## src/rtl/hamming16t11d_enc_stream.sv

```systemverilog
// ============================================================================
// Module   : hamming16t11d_enc_stream
// Brief    : Streaming 11->16 bit SECDED encoder with a 2-entry output buffer,
//            armed XOR fault injection and a saturating accepted-word counter.
// Revision : 1.0
// ============================================================================
`default_nettype none

module hamming16t11d_enc_stream #(
  parameter int COUNTW = 16
) (
  input  logic              clk_i,
  input  logic              rst_i,
  input  logic [10:0]       data_i,
  input  logic              valid_i,
  output logic              ready_o,
  output logic [15:0]       hv_o,
  output logic              valid_o,
  input  logic              ready_i,
  input  logic              inj_req_i,
  input  logic [15:0]       inj_mask_i,
  output logic              inj_armed_o,
  output logic              inj_done_o,
  output logic [COUNTW-1:0] cnt_o
);

  typedef enum logic [0:0] {
    INJ_IDLE  = 1'b0,
    INJ_ARMED = 1'b1
  } inj_state_t;

  function automatic logic [15:0] encode(input logic [10:0] d);
    logic [15:0] c;
    c     = '0;
    c[3]  = d[0];
    c[5]  = d[1];
    c[6]  = d[2];
    c[7]  = d[3];
    c[9]  = d[4];
    c[10] = d[5];
    c[11] = d[6];
    c[12] = d[7];
    c[13] = d[8];
    c[14] = d[9];
    c[15] = d[10];
    c[1]  = c[3] ^ c[5] ^ c[7] ^ c[9] ^ c[11] ^ c[13] ^ c[15];
    c[2]  = c[3] ^ c[6] ^ c[7] ^ c[10] ^ c[11] ^ c[14] ^ c[15];
    c[4]  = c[5] ^ c[6] ^ c[7] ^ c[12] ^ c[13] ^ c[14] ^ c[15];
    c[8]  = ^c[15:9];
    c[0]  = ^c[15:1];
    return c;
  endfunction

  logic [1:0][15:0]  mem_q, mem_d;
  logic              rd_ptr_q, rd_ptr_d;
  logic              wr_ptr_q, wr_ptr_d;
  logic [1:0]        occ_q, occ_d;
  inj_state_t        state_q, state_d;
  logic [15:0]       mask_q, mask_d;
  logic              done_q, done_d;
  logic [COUNTW-1:0] cnt_q, cnt_d;

  logic push, pop;

  // ready_o depends only on stored occupancy and reset, never on ready_i.
  assign ready_o     = (occ_q != 2'd2) & ~rst_i;
  assign valid_o     = (occ_q != 2'd0);
  assign hv_o        = mem_q[rd_ptr_q];
  assign inj_armed_o = (state_q == INJ_ARMED);
  assign inj_done_o  = done_q;
  assign cnt_o       = cnt_q;

  assign push = valid_i & ready_o;
  assign pop  = valid_o & ready_i;

  always_comb begin
    mem_d    = mem_q;
    rd_ptr_d = rd_ptr_q;
    wr_ptr_d = wr_ptr_q;
    occ_d    = occ_q;
    state_d  = state_q;
    mask_d   = mask_q;
    done_d   = 1'b0;
    cnt_d    = cnt_q;

    if (push) begin
      mem_d[wr_ptr_q] = encode(data_i) ^ ((state_q == INJ_ARMED) ? mask_q : 16'h0000);
      wr_ptr_d        = ~wr_ptr_q;
      if (cnt_q != {COUNTW{1'b1}}) begin
        cnt_d = cnt_q + COUNTW'(1);
      end
      if (state_q == INJ_ARMED) begin
        done_d  = 1'b1;
        state_d = INJ_IDLE;
      end
    end

    if (pop) begin
      rd_ptr_d = ~rd_ptr_q;
    end

    case ({push, pop})
      2'b10:   occ_d = occ_q + 2'd1;
      2'b01:   occ_d = occ_q - 2'd1;
      default: occ_d = occ_q;
    endcase

    // A request in the consuming cycle re-arms with the new mask after the
    // old mask has been applied above.
    if (inj_req_i) begin
      state_d = INJ_ARMED;
      mask_d  = inj_mask_i;
    end
  end

  always_ff @(posedge clk_i) begin
    if (rst_i) begin
      mem_q    <= '0;
      rd_ptr_q <= 1'b0;
      wr_ptr_q <= 1'b0;
      occ_q    <= 2'd0;
      state_q  <= INJ_IDLE;
      mask_q   <= 16'h0000;
      done_q   <= 1'b0;
      cnt_q    <= '0;
    end else begin
      mem_q    <= mem_d;
      rd_ptr_q <= rd_ptr_d;
      wr_ptr_q <= wr_ptr_d;
      occ_q    <= occ_d;
      state_q  <= state_d;
      mask_q   <= mask_d;
      done_q   <= done_d;
      cnt_q    <= cnt_d;
    end
  end

endmodule

`default_nettype wire

```

## config.mk

```make
export PLATFORM = sky130hd
export DESIGN_NAME = hamming16t11d_enc_stream
export DESIGN_NICKNAME = d
export VERILOG_FILES = /design/src/rtl/hamming16t11d_enc_stream.sv
export SDC_FILE = /design/constraint.sdc
export NUM_CORES = 1
export LEC_CHECK = 0
export CAP_MARGIN = 20
export CORE_MARGIN = 2
export CORE_UTILIZATION = 45
export DETAILED_ROUTE_END_ITERATION = 10
export PLACE_DENSITY = 0.74
export SYNTH_ARGS = -nofsm -noshare
export SYNTH_HDL_FRONTEND = slang
export SYNTH_SLANG_ARGS = --single-unit
```

## constraint.sdc

```tcl
create_clock -name clk_i -period 1.9 [get_ports clk_i]
set_clock_uncertainty 0.2 [all_clocks]
set_input_delay 0.285 -clock clk_i [delete_from_list [all_inputs] [get_ports clk_i]]
set_output_delay 0.285 -clock clk_i [all_outputs]
set_load 0.1 [all_outputs]
```

======== Word-level counts from Yosys, hierarchy flattened ========
Cells that the tools add are included.
cells by class
  $add $sub $neg .......................... 3
  order comparisons ....................... 3
  equal/unequal tests ..................... 4
  muxes and demuxes ....................... 10
  bitwise logic cells ..................... 26
  reduce and logical (&&, ||, !) cells .... 8
operators with widths
  cell                   count
  $mux 16                4
  $bwmux 32              1
  $xor 1x1->1            18
  $add 16x1->16 const B  1
  $demux 16 s1           1
  $ne 16x16->1 const B   1
  $xor 16x16->16         1
  $reduce_xor 15->1      1
  $reduce_xor 7->1       1
  $reduce_bool 2->1      3
  $lt 1x2->1 const B     2
  $not 1->1              4
  $pmux 2 s2             1
  $and 1x1->1            3
  $mux 1                 3
  $add 2x1->2 const B    1
  $eq 2x1->1 const B     1
  $eq 2x2->1 const B     1
  $ne 2x2->1 const B     1
  $reduce_and 2->1       1
  $reduce_or 2->1        1
  $sub 2x1->2 const B    1
  $ge 1x1->1 const B     1
  $logic_and 1x1->1      1
storage, ports and cells
  flip-flop bits (word level) ............. 70
  input bits .............................. 32
  output and inout port bits .............. 36
  word-level logic and storage cells ...... 63

======== Depth between registers and ports, before layout ========
  depth in word-level cells ............... 9
  mapped depth ............................ 8
  mapped depth without buffers ............ 7

======== Worst setup path after synthesis ========
OpenSTA, ideal clock, no wires.
  path type ............................... reg-to-reg
  start point ............................. register cnt_q[6] (netlist: cnt_o[6])
  end point ............................... register cnt_q[2] (netlist: cnt_o[2])
  setup time .............................. 0.086 ns
  arrival ................................. 2.352 ns
  data required time ...................... 1.614 ns
  setup slack ............................. -0.738 ns
  stages on the path, launching flop included .. 7
  path buffers ............................ 1
  period minus slack after synthesis ...... 2.638 ns
  path through ............................ dfxtp_1 > nand4_1 > nor3_2 > buf_6 > a21oi_2 > nand2_1 > mux2i_1
on the way
  word-level cells in the longest chain between the ends .. 2
ends and longest elaborated chain
  what                               RTL line  source
  start: declaration                 61        logic [COUNTW-1:0] cnt_q, cnt_d;
  start signal: assignment           134       cnt_q <= cnt_d;
  $ne 16x16->1                       89        if (cnt_q != {COUNTW{1'b1}}) begin
  $reduce_and 2->1 (no source line)  --
Every way passes these cells.
A chain may end at the register's enable or synchronous reset.

======== Worst setup path in the final report ========
  start point ............................. register rd_ptr_q
  end point ............................... output port hv_o[0]
on the way
  word-level cells in the longest chain between the ends .. 2
ends and longest elaborated chain
  what                                        RTL line  source
  start: declaration                          55        logic rd_ptr_q, rd_ptr_d;
  start signal: assignment                    128       rd_ptr_q <= rd_ptr_d;
  $mux 16 (not written as such) (2 in a row)  68        assign hv_o = mem_q[rd_ptr_q];
  end: declaration                            17        output logic [15:0] hv_o,
Every way passes these cells. The select of a mux whose other input is x is not followed.

==> flow_summary.json <==
{
  "worst-setup-path-type": "register to primary output",
  "grt_start_max_net_pins": 46,
  "clockBufferDepth": 2,
  "period_share_pct": 99.5,
  "vias": 2893,
  "worstPathMaxFanout": 8,
  "holdBufCountCts": 0,
  "die_h_um": 90.5,
  "core-area_mm2": 0.00725,
  "synthCells": 349,
  "clockRootBuffer": "clkbuf_8",
  "hold_viol_final": 0,
  "drv_slew": 0,
  "maxCapViolCount": 0,
  "fin_util_pct": 75.3,
  "cts.sinks": 70,
  "gp_congestion": 0.838,
  "slew_headroom_pct": 68.3,
  "num_rows": 31,
  "layout_commonest_cell": "dfxtp_1",
  "syn_area_per_cell_um2": 9.64,
  "async_flop_share_pct": 0,
  "synth_edf_count": 0,
  "wl_per_cell_um": 17.0,
  "grt_pass1_wl_um": 13500,
  "die-area_mm2": 0.00818,
  "rsz0062_at_grt": "yes",
  "path_clk_slew_ns": 0.09,
  "yosys_warnings": 0,
  "ys_ff_latch": 70,
  "setup_viol": 0,
  "via_per_inst": 5.26,
  "fmax_mhz": 529,
  "vdd_ir_drop_max_v": 0.000611,
  "period_needed_ns": 1.89,
  "nNetsFinal": 480,
  "first_pass_iters": 4,
  "cp-end-kind": "primary output",
  "whs_ns": 0.251,
  "die_x_um": 90.5,
  "arrival_ns": 1.41,
  "grt-ovfl-total": 0,
  "start_util_pct": 46.4,
  "drcViolationCount": 0,
  "synthFlopType": "dfxtp_1",
  "antenna_found_initial": 0,
  "final_cell_mix": "50 x dfxtp_1, 49 x nor2_1, 42 x buf_12",
  "ys_seq_area_share_pct": 41.7,
  "ys_types": 40,
  "area_growth_pct": 62.4,
  "cts_buffers": 9,
  "hold_path_class": "input port to register",
  "grt_usage_pct": 20.4,
  "worstMarginPinSlew_ns": 0.475,
  "drive_above_1_share_pct": 38.1,
  "nFillCells": 475,
  "dp_hpwl_um": 5600,
  "io_pins": 68,
  "diodes": 0,
  "totalWireLength_um": 9350,
  "drt_iter0_markers": 79,
  "antenna_left": 0,
  "fin_tns_setup_ns": 0,
  "powerDensity_mw_per_mm2": 978,
  "cts_tree": "done",
  "clk_latency_ns": 0.34,
  "p_leak_nw": 2.07,
  "grt_pass1_vias": 2740,
  "synth_nets": 383,
  "cp.required_ns": 1.41,
  "h-tree-depth": 3,
  "start_kind": "register",
  "netlist_area_mm2": 0.00336,
  "io_buffers": 67,
  "status": "complete, no violations"
}
==> synth_stat cells (all sizes together), types with 4 or more instances <==
library cell   n  area, um2
nand4          5       31.3
and2           5       31.3
a211oi        19        148
clkbuf        15       56.3
xor2          14        123
mux2          16        180
o21ai         17       85.1
dfxtp         70       1400
mux2i         18        180
nand3b        16        120
nand2         25       93.8
buf            8       56.3
a2111oi        5       70.1
xnor2         37        332
nor2          53        201
nor4           4       58.8
==> report_power, final <==
part / switching [mW] / leakage [nW] / internal, mW
combinational: 1.27 / 1.37 / 1.02
sequential: 0.103 / 0.587 / 1.58
clock: 0.609 / 0.115 / 0.757
==> metal layers <==
metal,global-route usage (%),wire length [um],up-vias
met3,3.26,392,16
met1,27.9,3990,1407
met5,0,0,-
li1,-,-,1390
met2,32.6,4770,80
met4,7.69,200,0
==> cell families (layout without fill, tap and decap cells) <==
family                   count (synthesis)  count (layout)  synth area share, %
adder cells (fa/ha/maj)                  2               2                0.744
flip-flops                              70              70                 41.7
multiplexers                            34              34                 10.7
buffers and inverters                   26             128                 3.68
AND/OR/NAND/NOR                        120             120                 18.8
AO/OA/AOI/OAI                           44              44                 9.56
XOR/XNOR                                53              53                 14.9
==> flip-flops by register name, indices dropped and copies added (netlist names) <==
signal and cells:
rd_ptr_q 1, inj_armed_o 1, cnt_o 16, inj_done_o 1, wr_ptr_q 1, mem_q 32
occ_q 2, mask_q 16
==> through the flow <==
stage	setup slack (ns)	instance area (um2)	cells	total power, mW
after global routing	-0.0742	5460	550	5.55
final	0.00873	5460	550	5.34
after floorplan	-0.0190	3470	349	2.96
after CTS	-0.0146	5110	544	5.08
after global placement	-0.256	4840	526	3.65
after detailed placement	-0.368	4840	526	3.68
==> final timing paths <==
check / from / end / slack [ns] / depth (start not counted)
worst max-delay path: rd_ptr_q / hv_o[0] / 0.009 / 3
worst min-delay path: data_i[0] / mem_q[19] / 0.25 / 3
worst max register to register: occ_q[1] / mem_q[0] / 0.03 / 8
worst min register to register: occ_q[1] / occ_q[1] / 0.30 / 2
==> final cells by class <==
class / instances / area [um2] / share of cell area [%]
Sequential cell: 70 / 1470 / 26.9
Clock inverter: 7 / 104 / 1.90
Tap cell: 99 / 124 / 2.27
Inverter: 3 / 11.3 / 0.206
Multi-Input combinational cell: 253 / 2120 / 38.9
Clock buffer: 9 / 124 / 2.27
Timing Repair Buffer: 109 / 1510 / 27.6
==> critical path: stages, from the launching register on <==
cell	delay, ns
dfxtp_4	0.39
clkbuf_16	0.17
mux2_4	0.33
buf_12	0.17
==> repair_timing <==
item | 4_1_cts | 5_1_grt
endpoints found under the hold margin | 0 | 0
pin swaps | 4 | 18
endpoints found under the setup margin | 20 | 42
gates cloned | 1 | 3
gates resized for setup | 4 | 52
setup buffers | 1 | 3
No activity file was read; power rests on OpenSTA's default activity.
